[config.mk]
export PLATFORM = sky130hd
export DESIGN_NAME = rounder_arbiter
export DESIGN_NICKNAME = d
export VERILOG_FILES = /design/src/rtl/rounder_arbiter.sv
export SDC_FILE = /design/constraint.sdc
export NUM_CORES = 1
export LEC_CHECK = 0
export CAP_MARGIN = 15
export CORE_AREA = 2 2 98 100
export DETAILED_ROUTE_END_ITERATION = 6
export DIE_AREA = 0 0 100 102
export PLACE_DENSITY_LB_ADDON = 0.25
export SYNTH_ARGS = -nofsm -noshare
export SYNTH_HDL_FRONTEND = slang
export SYNTH_SLANG_ARGS = --single-unit
[constraint.sdc]
create_clock -name clk -period 5.1 [get_ports clk]
set_input_delay 1.02 -clock clk [delete_from_list [all_inputs] [get_ports clk]]
set_output_delay 1.02 -clock clk [all_outputs]
set_load 0.005 [all_outputs]
[src/rtl/rounder_arbiter.sv]
// Round-robin arbiter sharing one combinational rounder among NUM_LANES accumulator lanes.
// Optional saturation-event counter port sat_cnt is enabled by defining ROUNDER_ARB_SAT_CNT_EN.
module rounder_arbiter #(
    parameter int NUM_LANES = 4,
    parameter int IN_WIDTH  = 32,
    parameter int OUT_WIDTH = 16,
    localparam int ID_WIDTH = $clog2(NUM_LANES)
) (
    input  logic                          clk,
    input  logic                          rst,
    input  logic [NUM_LANES-1:0]          req_valid,
    input  logic [NUM_LANES*IN_WIDTH-1:0] req_data,
    output logic [NUM_LANES-1:0]          req_ready,
    output logic [IN_WIDTH-1:0]           rnd_in,
    input  logic [OUT_WIDTH-1:0]          rnd_out,
    output logic                          out_valid,
    input  logic                          out_ready,
    output logic [OUT_WIDTH-1:0]          out_data,
    output logic [ID_WIDTH-1:0]           out_id
`ifdef ROUNDER_ARB_SAT_CNT_EN
    ,
    output logic [15:0]                   sat_cnt
`endif
);

    localparam int CW = ID_WIDTH + 1;
    localparam logic [CW-1:0]       NL   = CW'(NUM_LANES);
    localparam logic [ID_WIDTH-1:0] LAST = ID_WIDTH'(NUM_LANES - 1);

    // Handshakes: a lane word moves when req_valid[k] & req_ready[k]; a result
    // leaves when out_valid & out_ready. Valid never waits on ready.
    logic                 s1_v_q;
    logic [IN_WIDTH-1:0]  s1_data_q;
    logic [ID_WIDTH-1:0]  s1_id_q;
    logic                 out_valid_q;
    logic [OUT_WIDTH-1:0] out_data_q;
    logic [ID_WIDTH-1:0]  out_id_q;
    logic [ID_WIDTH-1:0]  ptr_q;
    logic [ID_WIDTH-1:0]  ptr_d;

    logic                 s2_load;
    logic                 s1_load;
    logic                 grant_vld;
    logic                 grant_fire;
    logic [ID_WIDTH-1:0]  grant_id;
    logic [CW-1:0]        cand;
    logic [IN_WIDTH-1:0]  lane_word [NUM_LANES];

    assign s2_load    = s1_v_q & (~out_valid_q | out_ready);
    assign s1_load    = ~s1_v_q | s2_load;
    assign grant_fire = s1_load & grant_vld & ~rst;

    always_comb begin
        for (int k = 0; k < NUM_LANES; k++) begin
            lane_word[k] = req_data[k*IN_WIDTH +: IN_WIDTH];
        end
    end

    // Search upward from ptr_q, wrapping at NUM_LANES; first valid lane wins.
    always_comb begin
        grant_vld = 1'b0;
        grant_id  = '0;
        cand      = '0;
        for (int i = 0; i < NUM_LANES; i++) begin
            cand = {1'b0, ptr_q} + CW'(i);
            if (cand >= NL) begin
                cand = cand - NL;
            end
            if (!grant_vld && req_valid[cand[ID_WIDTH-1:0]]) begin
                grant_vld = 1'b1;
                grant_id  = cand[ID_WIDTH-1:0];
            end
        end
    end

    always_comb begin
        for (int k = 0; k < NUM_LANES; k++) begin
            req_ready[k] = grant_fire && (grant_id == ID_WIDTH'(k));
        end
    end

    assign ptr_d = (grant_id == LAST) ? '0 : grant_id + 1'b1;

    always_ff @(posedge clk) begin
        if (rst) begin
            s1_v_q      <= 1'b0;
            s1_data_q   <= '0;
            s1_id_q     <= '0;
            out_valid_q <= 1'b0;
            out_data_q  <= '0;
            out_id_q    <= '0;
            ptr_q       <= '0;
        end else begin
            if (s2_load) begin
                out_valid_q <= 1'b1;
                out_data_q  <= rnd_out;
                out_id_q    <= s1_id_q;
            end else if (out_ready) begin
                out_valid_q <= 1'b0;
            end
            if (s1_load) begin
                if (grant_vld) begin
                    s1_v_q    <= 1'b1;
                    s1_data_q <= lane_word[grant_id];
                    s1_id_q   <= grant_id;
                    ptr_q     <= ptr_d;
                end else begin
                    s1_v_q <= 1'b0;
                end
            end
        end
    end

    assign rnd_in    = s1_data_q;
    assign out_valid = out_valid_q;
    assign out_data  = out_data_q;
    assign out_id    = out_id_q;

`ifdef ROUNDER_ARB_SAT_CNT_EN
    localparam logic [OUT_WIDTH-1:0] SAT_MAX = {1'b0, {(OUT_WIDTH-1){1'b1}}};
    localparam logic [OUT_WIDTH-1:0] SAT_MIN = {1'b1, {(OUT_WIDTH-1){1'b0}}};

    logic [15:0] sat_cnt_q;

    // Counts rounder results pinned at either rail; sticks at all-ones.
    always_ff @(posedge clk) begin
        if (rst) begin
            sat_cnt_q <= '0;
        end else if (s2_load && (rnd_out == SAT_MAX || rnd_out == SAT_MIN)
                     && sat_cnt_q != 16'hFFFF) begin
            sat_cnt_q <= sat_cnt_q + 16'd1;
        end
    end

    assign sat_cnt = sat_cnt_q;
`endif

endmodule

# == After elaboration in Yosys (flattened, before gate mapping) ==
# Index checks and enable logic that the tools add are counted.
# word_totals
output_inout_bits,55
input_bits,151
register_bits,56
wordCells,76
# op_classes
n_eq_ne,3
magnitude_cmp,9
bitwise,9
reduce_logical,13
addsub,8
muxes,27
# ops
op,count
32-bit binary-select mux with 2-bit select,1
32-bit 2-to-1 mux,2
2-bit 2-to-1 mux,9
"3-bit >= comparator, second input constant",4
"2-bit by 3-bit < comparator with 1-bit output, second input constant",4
1-bit 2-to-1 mux,11
1-bit binary-select mux with 2-bit select,4
"2-bit by 1-bit subtractor with 2-bit output, second input constant",4
1-bit logical AND,7
"2-bit by 2-bit adder with 3-bit output, second input constant",2
"2-bit equality test, second input constant",2
"2-bit by 1-bit adder with 3-bit output, second input constant",1
1-bit bitwise AND,3
"2-bit by 3-bit >= comparator with 1-bit output, second input constant",1
1-bit zero test,3
1-bit inverter,3
2-bit inverter with 3-bit output,1
"2-bit by 1-bit adder with 2-bit output, second input constant",1
"2-bit by 1-bit equality test with 1-bit output, second input constant",1
2-bit zero test,1
1-bit OR,2
2-bit AND reduction,1
2-bit nonzero test,1

# == Depth between registers and ports, before layout ==
# Gate-level depths: netlist (run 1).
# logic_depth
word_depth,18
depth_mapped,7

# == Least setup slack after synthesis (run 1) ==
# OpenSTA, ideal clock, no wires.
# synth_path
kind,in2out
from,in req_valid[1]
to,out req_ready[2]
path_buffers,2
t_arrival_ps,2116
setup_slack_ps,1964
required_time_ps,4080
path_stages,6
path_cell_list,buf_4 -> or3_1 -> o311ai_4 -> buf_6 -> nand2_1 -> nor3_1
# synth_between
elab_chain_cells,15
word_cells_on_any_way,26
classes_between,eq/ne (1); mux (16); bitwise (2); reduce/logical (7)
# synth_rtl
element,line,rtl
"start, declared",11,"input logic [NUM_LANES-1:0] req_valid,"
1-bit binary-select mux with 2-bit select,69,if (!grant_vld && req_valid[cand[ID_WIDTH-1:0]]) begin
1-bit 2-to-1 mux (not written as such),69,
1-bit 2-to-1 mux,69,
1-bit zero test,69,
1-bit logical AND,69,
1-bit 2-to-1 mux,69,
1-bit zero test,69,
1-bit logical AND,69,
1-bit 2-to-1 mux,69,
1-bit zero test,69,
1-bit logical AND,69,
1-bit 2-to-1 mux,69,
1-bit bitwise AND (2 in a row),51,assign grant_fire = s1_load & grant_vld & ~rst;
1-bit logical AND *,78,req_ready[k] = grant_fire && (grant_id == ID_WIDTH'(k));
"end, declared",13,"output logic [NUM_LANES-1:0] req_ready,"
# Every way passes the cells marked *; elsewhere a longest branch is shown, timed or not. The select of a mux whose other input is x is not followed.

# == Worst setup path after layout (run 1) ==
# Same ends and word-level chain as after synthesis.

==> flow_summary.toml, run 1 <==
[outcome]
status = "finished clean"

[worst_setup_path]
cp_common_cell = "clkdlybuf4s50_1"
crit_start = "req_valid[1]"
cp_max_fo = 10
crit_path_end = "req_ready[2]"
reg2reg_setup_slack_ns = 3.27
crit_buf_inv = 2
crit_slowest_cell = "clkdlybuf4s50_1"
critPathMaxStageDelay_ns = 0.68
arrival_ns = 3.18
worst_r2r_endpoint = "rnd_in[26]$_SDFFE_PP0P_"
required_ns = 4.08
cp_top_family = "buffers and inverters"
path_class = "in2out"
reg2regPathDepth = 5
path_cells = "clkdlybuf4s50_1 > or3_1 > o311ai_4 > nand2_1 > nor3_1 > clkdlybuf4s50_1"
crit_path_end_kind = "output port"
setup.worst_path.start_class = "primary input"
critical_path_depth = 6
r2r_start = "ptr_q[1]$_SDFFE_PP0P_"

[grt]
antenna_found_initial = 0
overflow = 0
track_usage_pct = 23.0
grt_max_degree = 42
grt_pass1_wl_mm = 18.7
grt_pass1_vias = 3866

[sta]
fin_crit_sh_pct = 82.4
fmax_mhz = 238
maxSlewViolCount = 0
min_period_ns = 4.20
setup_tns_ns = 0
tightest_slew_ns = 0.871
grt_setup_unrepaired = "no"
hold_viol_final = 0
setup_slack_ns = 0.896
slew_headroom_pct = 41.9
skew_ns = 0.0102
setup-violations-final = 0

[pwr]
swShare_pct = 30.9
ir_worst_vdd_mv = 0.125
powerDensity_nw_per_um2 = 229
cell_internal_pwr_uw = 833
power_mw = 1.21
p_leak_nw = 1.93
combPwrFrac_pct = 36.9
power_frac_clock_pct = 20.7
p_seq_share_pct = 42.5
p_sw_uw = 372

[place]
dpl.cell_count = 683
gp_congestion = 0.854
numPortBuffers = 205
hpwl_mm = 8.63
place_ws_ns = 0.946

[clock_network]
numCtsBuffers = 5
postCtsResizedCells = 0
cts_tree = "done"
cts_max_level = 2
post_cts_buffers = 0
hold_buffers = 0
clkSinkCount = 56
clk_path_buf_depth = 2
clkLatencyLatePin_ns = 0.31
clk_pin_slew_ns = 0.11
clockRootBuffer = "clkbuf_8"

[synth]
synthSimpleGateAreaFrac_pct = 16.7
post-synth-top-count-cell = "a31oi_1"
synth.distinct_cells = 32
muxShareOfSynthArea_pct = 0
synthAdderAreaFrac_pct = 0
ys_top_cells_by_area = "dfxtp_1, a31oi_1, o21ai_0"
ys.flop_type = "dfxtp_1"
synth_edf_count = 0
synth_largest_area_cell = "dfxtp_1"
syn_inst = 401
synthXorXnorAreaFrac_pct = 0
synth.net_count = 552
synth_top_family_by_area = "compound AO/OA/AOI/OAI gates"
synth_common_cells = "a31oi_1, o21ai_0, dfxtp_1"
syn_area_sq_um = 3110
avgSynthCellArea_sq_um = 7.76
yosysTopAreaCellShare_pct = 36.0
ys_seq_elements = 56
async_flop_share_pct = 0
synth_compound_area_share_pct = 39.3
yosysSeqAreaShare_pct = 36.0
ys.warnings.count = 0

[routing]
drtPass1Iterations = 5
vias = 3839
top_layer = "met4"
drc = 0
wl_met1_mm = 4.97
detail_route.wl_per_cell_um = 17.9
ant_nets = 0
wl_met3_mm = 1.10
drt_iter0_markers = 155
viasPerCell = 5.55
drt_wl_total_mm = 12.4
met2_length_mm = 6.01

[finish]
nets = 731
drive_gt1_share_pct = 5.16
syn_to_final_growth_pct = 69.2
diodes = 0
fin_cells = 692

[floorplan]
die-area_sq_um = 10200
row_count = 35
die_w_um = 100
io_pins = 206
start_util_pct = 34.2
die_h_um = 102
coreArea_sq_um = 9110

[job]
max_cap_violations = 0

[worst_hold_path]
min-delay-path-class = "reg2reg"
-- worst reg2reg max path, stage by stage, from the launching register on --
cell	delay, ns
dfxtp_1	0.68
nand2b_1	0.18
o311ai_4	0.12
buf_4	0.41
a31oi_1	0.14
a31oi_1	0.23
-- power groups by stage --
stage | Combinational [mW] | Clock, mW | Sequential, mW
floorplan | 0.195 | 0 | 0.519
CTS | 0.444 | 0.257 | 0.511
global placement | 0.438 | 0 | 0.519
global route | 0.483 | 0.273 | 0.518
detailed placement | 0.442 | 0 | 0.521
finish | 0.445 | 0.249 | 0.512
-- how the worst min path moves through the flow --
stage / start / endpoint / slack (ns) / depth (start not counted)
after CTS: out_id[1]$_SDFFE_PP0P_ / out_id[1]$_SDFFE_PP0P_ / 0.46 / 2
after floorplan: s1_id_q[0]$_SDFFE_PP0P_ / out_id[0]$_SDFFE_PP0P_ / 0.43 / 2
final: out_id[1]$_SDFFE_PP0P_ / out_id[1]$_SDFFE_PP0P_ / 0.46 / 2
after detailed placement: out_id[1]$_SDFFE_PP0P_ / out_id[1]$_SDFFE_PP0P_ / 0.45 / 2
after global routing: out_data[0]$_SDFFE_PP0P_ / out_data[0]$_SDFFE_PP0P_ / 0.48 / 2
after global placement: out_data[15]$_SDFFE_PP0P_ / out_data[15]$_SDFFE_PP0P_ / 0.44 / 2
-- sequential cells by signal, summed over array words and instances (netlist names) --
name       flops
rnd_in        32
out_data      16
out_id         2
ptr_q          2
s1_id_q        2
out_valid      1
s1_v_q         1
-- final cells by class --
class / count / area (sq um)
fillers: 844 / 3840
repair buffers: 219 / 2150
flip-flops and latches: 56 / 1120
clock inverters: 2 / 16.3
multi-input cells: 297 / 1760
well taps: 111 / 139
inverters: 1 / 3.75
clock buffers: 6 / 72.6
-- through the flow --
stage	hold WS, ns	area (sq um)	utilization, %
floorplan	0.432	3110	-
finish	0.460	5270	57.8
global placement	0.441	5170	56.7
CTS	0.461	5260	57.7
detailed placement	0.446	5170	56.7
global route	0.479	5270	57.8
-- cell families after synthesis --
kind of cell | count (synthesis)
compound gates | 197
simple gates | 100
flops | 56
buf+inv | 48
-- layer usage --
| layer | up-vias | track usage [%] |
|---|---|---|
| li1 | 1861 | - |
| met1 | 1769 | 27.0 |
| met2 | 189 | 41.1 |
| met3 | 20 | 6.36 |
| met4 | 0 | 7.06 |
| met5 | - | 0 |
-- placed cells by master, fill, tap and decap left out, drive strengths merged --
cell type,count
dfxtp,56
nand4b,1
o221ai,1
or3,1
clkinv,1
nor2b,6
a31oi,64
clkdlybuf4s50,204
nand3,1
and3,33
clkinvlp,1
nand2,42
o21ai,66
clkbuf,6
o32ai,1
inv,1
o21bai,2
a22oi,32
nand2b,4
a21boi,1
nor4,1
o211a,2
o311ai,1
a211oi,1
a21o,2
nor3,4
buf,15
a21oi,24
nor2,7
Power figures use the tool's default switching activity.
==> run 2: changes to the inputs <==
Settings changed: CORE_AREA 2 2 98 100 to 2 2 101 103, DIE_AREA 0 0 100 102 to 0 0 103 105.
Clock period 5.1 ns to 3.45 ns, I/O delays scaled along.
==> flow_summary.toml, run 2 (synthesis gave the netlist of run 1 again) <==
[floorplan]
die_w_um = 103
coreArea_sq_um = 9640
io_pins = 206
start_util_pct = 32.3
row_count = 36
die-area_sq_um = 10800
die_h_um = 105

[pwr]
swShare_pct = 29.5
power_frac_clock_pct = 23.5
powerDensity_nw_per_um2 = 346
cell_internal_pwr_mw = 1.30
ir_worst_vdd_mv = 0.186
combPwrFrac_pct = 35.7
p_leak_nw = 1.96
p_seq_share_pct = 40.8
p_sw_uw = 547

[place]
hpwl_mm = 8.97
numPortBuffers = 205
gp_congestion = 0.876
place_ws_ns = 0.184

[clock_network]
postCtsResizedCells = 0
clk_path_buf_depth = 2
post_cts_buffers = 0
hold_buffers = 0
cts_max_level = 2
clk_pin_slew_ns = 0.10
cts_tree = "done"
clockRootBuffer = "clkbuf_8"
clkSinkCount = 56
numCtsBuffers = 5
clkLatencyLatePin_ns = 0.31

[finish]
layout_common_cells = "clkdlybuf4s50_1, a31oi_1, o21ai_0, dfxtp_1, nand2_1"
nets = 734
drive_gt1_share_pct = 5.82
layout_commonest_cell = "clkdlybuf4s50_1"
filler_cell_count = 938
largest_reg_flops = 32
syn_to_final_growth_pct = 71.8
diodes = 0

[routing]
vias = 3878
viasPerCell = 5.41
drt_wl_total_mm = 12.5
ant_nets = 0
drc = 0
drt_iter0_markers = 166
drtPass1Iterations = 5
detail_route.wl_per_cell_um = 17.5

[sta]
maxSlewViolCount = 0
setup_tns_ns = 0
slew_headroom_pct = 55.0
fin_crit_sh_pct = 95.2
min_period_ns = 3.28
skew_ns = 0.00882
setup_slack_ns = 0.165
setup-violations-final = 0
tightest_slew_ns = 0.673
fmax_mhz = 304
hold_ws_ns = 0.459
hold_viol_final = 0
grt_setup_unrepaired = "no"

[grt]
antenna_found_initial = 0
grt_pass1_wl_mm = 19.1
track_usage_pct = 22.6
grt_pass1_vias = 3831
grt_max_degree = 37
overflow = 0

[job]
max_cap_violations = 0

[worst_setup_path]
cp_max_fo = 19
path_class = "in2out"
arrival_ns = 2.59
crit_path_end_kind = "output port"
required_ns = 2.76
setup.worst_path.start_class = "primary input"

[worst_hold_path]
min-delay-path-class = "reg2reg"

[outcome]
status = "finished clean"
[run 2: changes by cell type in the layout (fill, tap and decap cells not counted), sizes merged]
cell	change
buf	+3
bufinv	+1
clkbuf	-1
[run 2: metal layers]
| layer | track usage (%) | vias up | wire [um] |
|---|---|---|---|
| met5 | 0 | - | 0 |
| met4 | 8.55 | 0 | 341 |
| met3 | 7.22 | 26 | 1280 |
| met2 | 40.0 | 198 | 6180 |
| met1 | 24.5 | 1783 | 4730 |
| li1 | - | 1871 | - |
[run 2: final cells by class]
class	instances	area, sq um	area share (%)
Sequential cell	56	1120	21.0
Clock inverter	3	42.5	0.796
Timing Repair Buffer	222	2170	40.7
Clock buffer	5	68.8	1.29
Multi-Input combinational cell	297	1770	33.1
Tap cell	133	166	3.11
Inverter	1	3.75	0.0702
[run 2: worst paths after layout]
| kind | startpoint | endpoint | slack [ns] | cells past startpoint |
|---|---|---|---|---|
| worst min register to register | s1_id_q[0]$_SDFFE_PP0P_ | out_id[0]$_SDFFE_PP0P_ | 0.46 | 2 |
| worst max-delay path | req_valid[3] | req_ready[2] | 0.17 | 6 |
| worst min-delay path | s1_id_q[0]$_SDFFE_PP0P_ | out_id[0]$_SDFFE_PP0P_ | 0.46 | 2 |
| worst max register to register | ptr_q[1]$_SDFFE_PP0P_ | rnd_in[7]$_SDFFE_PP0P_ | 1.63 | 5 |
[run 2: critical path: stages]
cell and delay, ns:
clkdlybuf4s50_1 0.52, buf_4 0.27, nor4_4 0.10, a21o_1 0.24
nor3_1 0.22, clkdlybuf4s50_1 0.55
[run 2: power by group through the flow]
stage	logic [mW]	clock network [mW]	registers, mW
finish	0.660	0.435	0.756
global route	0.715	0.470	0.765
CTS	0.661	0.447	0.756
detailed placement	0.659	0	0.770
global placement	0.654	0	0.767
floorplan	0.288	0	0.767
[run 2: per-stage QoR]
stage	cell area (sq um)	util, %	power [mW]	std cells
after floorplan	3110	-	1.05	401
after global placement	5230	54.2	1.42	708
after detailed placement	5230	54.2	1.43	708
after CTS	5340	55.4	1.86	716
after global routing	5350	55.5	1.95	717
final	5350	55.5	1.85	717
==> run 3: changes to the inputs <==
Settings changed: GPL_TIMING_DRIVEN from default to 0.
==> flow_summary.toml, run 3 (synthesis gave the netlist of run 1 again) <==
[sta]
setup_tns_ns = 0
grt_setup_unrepaired = "no"
fmax_mhz = 299
min_period_ns = 3.34
skew_ns = 0.0131
maxSlewViolCount = 0
hold_ws_ns = 0.458
tightest_slew_ns = 0.507
fin_crit_sh_pct = 96.9
slew_headroom_pct = 66.2
setup-violations-final = 0
hold_viol_final = 0

[routing]
drt_iter0_markers = 151
drtPass1Iterations = 5
ant_nets = 0
drt_wl_total_mm = 12.6
drc = 0
met2_length_mm = 6.56
wl_met3_mm = 1.20
top_layer = "met4"
viasPerCell = 5.28
vias = 3947
detail_route.wl_per_cell_um = 16.8
wl_met1_mm = 4.66

[worst_hold_path]
whs_path_depth = 2
min-delay-path-class = "reg2reg"
holdPathEnd = "out_id[0]$_SDFFE_PP0P_"
min-delay-start = "out_id[0]$_SDFFE_PP0P_"

[floorplan]
die_w_um = 103
die_h_um = 105
row_count = 36
coreArea_sq_um = 9640
io_pins = 206
die-area_sq_um = 10800
start_util_pct = 32.3

[worst_setup_path]
required_ns = 2.76
crit_slowest_cell = "clkdlybuf4s50_1"
crit_path_end_kind = "output port"
setup.worst_path.start_class = "primary input"
r2r_start = "out_valid$_SDFFE_PP0P_"
cp_max_fo = 9
path_class = "in2out"
reg2regPathDepth = 6
worst_r2r_endpoint = "rnd_in[7]$_SDFFE_PP0P_"
critPathMaxStageDelay_ns = 0.55
reg2reg_setup_slack_ns = 1.46
arrival_ns = 2.65
path_cells = "dlygate4sd2_1 > or3_1 > o311ai_4 > buf_6 > nand2_1 > nor3_1 > clkdlybuf4s50_1"

[place]
gp_congestion = 0.791
dpl_cell_area_sq_um = 5300
numPortBuffers = 202
hpwl_mm = 9.61

[finish]
diodes = 0
layout_common_cells = "clkdlybuf4s50_1, a31oi_1, o21ai_0, dfxtp_1, nand2_1"
design_area_sq_um = 5490
layout_commonest_cell = "clkdlybuf4s50_1"
largest_reg_flops = 32
syn_to_final_growth_pct = 76.5
drive_gt1_share_pct = 6.84
nets = 764

[clock_network]
clkLatencyLatePin_ns = 0.31
clk_path_buf_depth = 2
cts_max_level = 2
clockRootBuffer = "clkbuf_8"
cts_tree = "done"
hold_buffers = 0
clkSinkCount = 56
numCtsBuffers = 5
clk_pin_slew_ns = 0.09

[grt]
overflow = 0
grt_pass1_wl_mm = 19.1
track_usage_pct = 22.4
grt_pass1_vias = 3881
antenna_found_initial = 0
grt_max_degree = 17

[pwr]
p_leak_nw = 2.04
ir_worst_vdd_mv = 0.229
powerDensity_nw_per_um2 = 343

[job]
max_cap_violations = 0

[outcome]
status = "finished clean"
[run 3: cell count changes in the layout (fill, tap and decap cells not counted), sizes merged]
| cell | previous run | this run |
|---|---|---|
| dlymetal6s2s | 0 | 1 |
| buf | 18 | 24 |
| clkinvlp | 1 | 0 |
| clkbuf | 5 | 32 |
| clkdlybuf4s50 | 204 | 200 |
| dlygate4sd2 | 0 | 1 |
[run 3: repair_timing]
action                     CTS  global route
resized for setup           11             7
buffers inserted             0             4
gates cloned                 0             0
setup endpoints to repair    4             3
pin swaps                    0             2
[run 3: worst max-delay path by stage]
stage / end / cells past startpoint / from
after detailed placement: req_ready[0] / 7 / req_valid[2]
final: req_ready[2] / 7 / req_valid[3]
after global routing: req_ready[2] / 7 / req_valid[3]
after global placement: req_ready[0] / 7 / req_valid[2]
after floorplan: req_ready[2] / 6 / req_valid[1]
after CTS: req_ready[0] / 6 / req_valid[2]
[run 3: final cells by class]
| class | count | area, sq um |
|---|---|---|
| flip-flops and latches | 56 | 1120 |
| clock inverters | 2 | 35.0 |
| well taps | 133 | 166 |
| fillers | 944 | 4150 |
| inverters | 1 | 3.75 |
| clock buffers | 6 | 72.6 |
| plain buffers | 46 | 256 |
| repair buffers | 206 | 2050 |
| multi-input cells | 297 | 1780 |
[run 3: critical path, delay by kind of cell]
family          cells  cell delay [ns]
simple gates        3             0.72
compound gates      1             0.14
buf+inv             3             1.09
[run 3: stage by stage]
stage	worst slack (ns)	util, %	total power, mW	std cells
after floorplan	0.974	-	1.05	401
after global placement	-0.248	55.0	1.43	736
after detailed placement	-0.309	55.0	1.44	736
after CTS	-0.101	56.4	1.88	744
after global routing	0.00361	57.0	1.98	747
final	0.108	57.0	1.88	747
[run 3: per-layer routing]
metal  GRT usage [%]  up-vias
li1                -     1932
met1            25.1     1806
met2            40.4      196
met3            6.09       13
met4            6.77        0
met5               0        -
[run 3: power by group]
group          internal [mW]  switching [mW]  leakage (nW)
sequential             0.714          0.0389         0.464
combinational          0.401           0.300          1.52
clock                  0.216           0.214        0.0552
total                   1.33           0.552          2.04
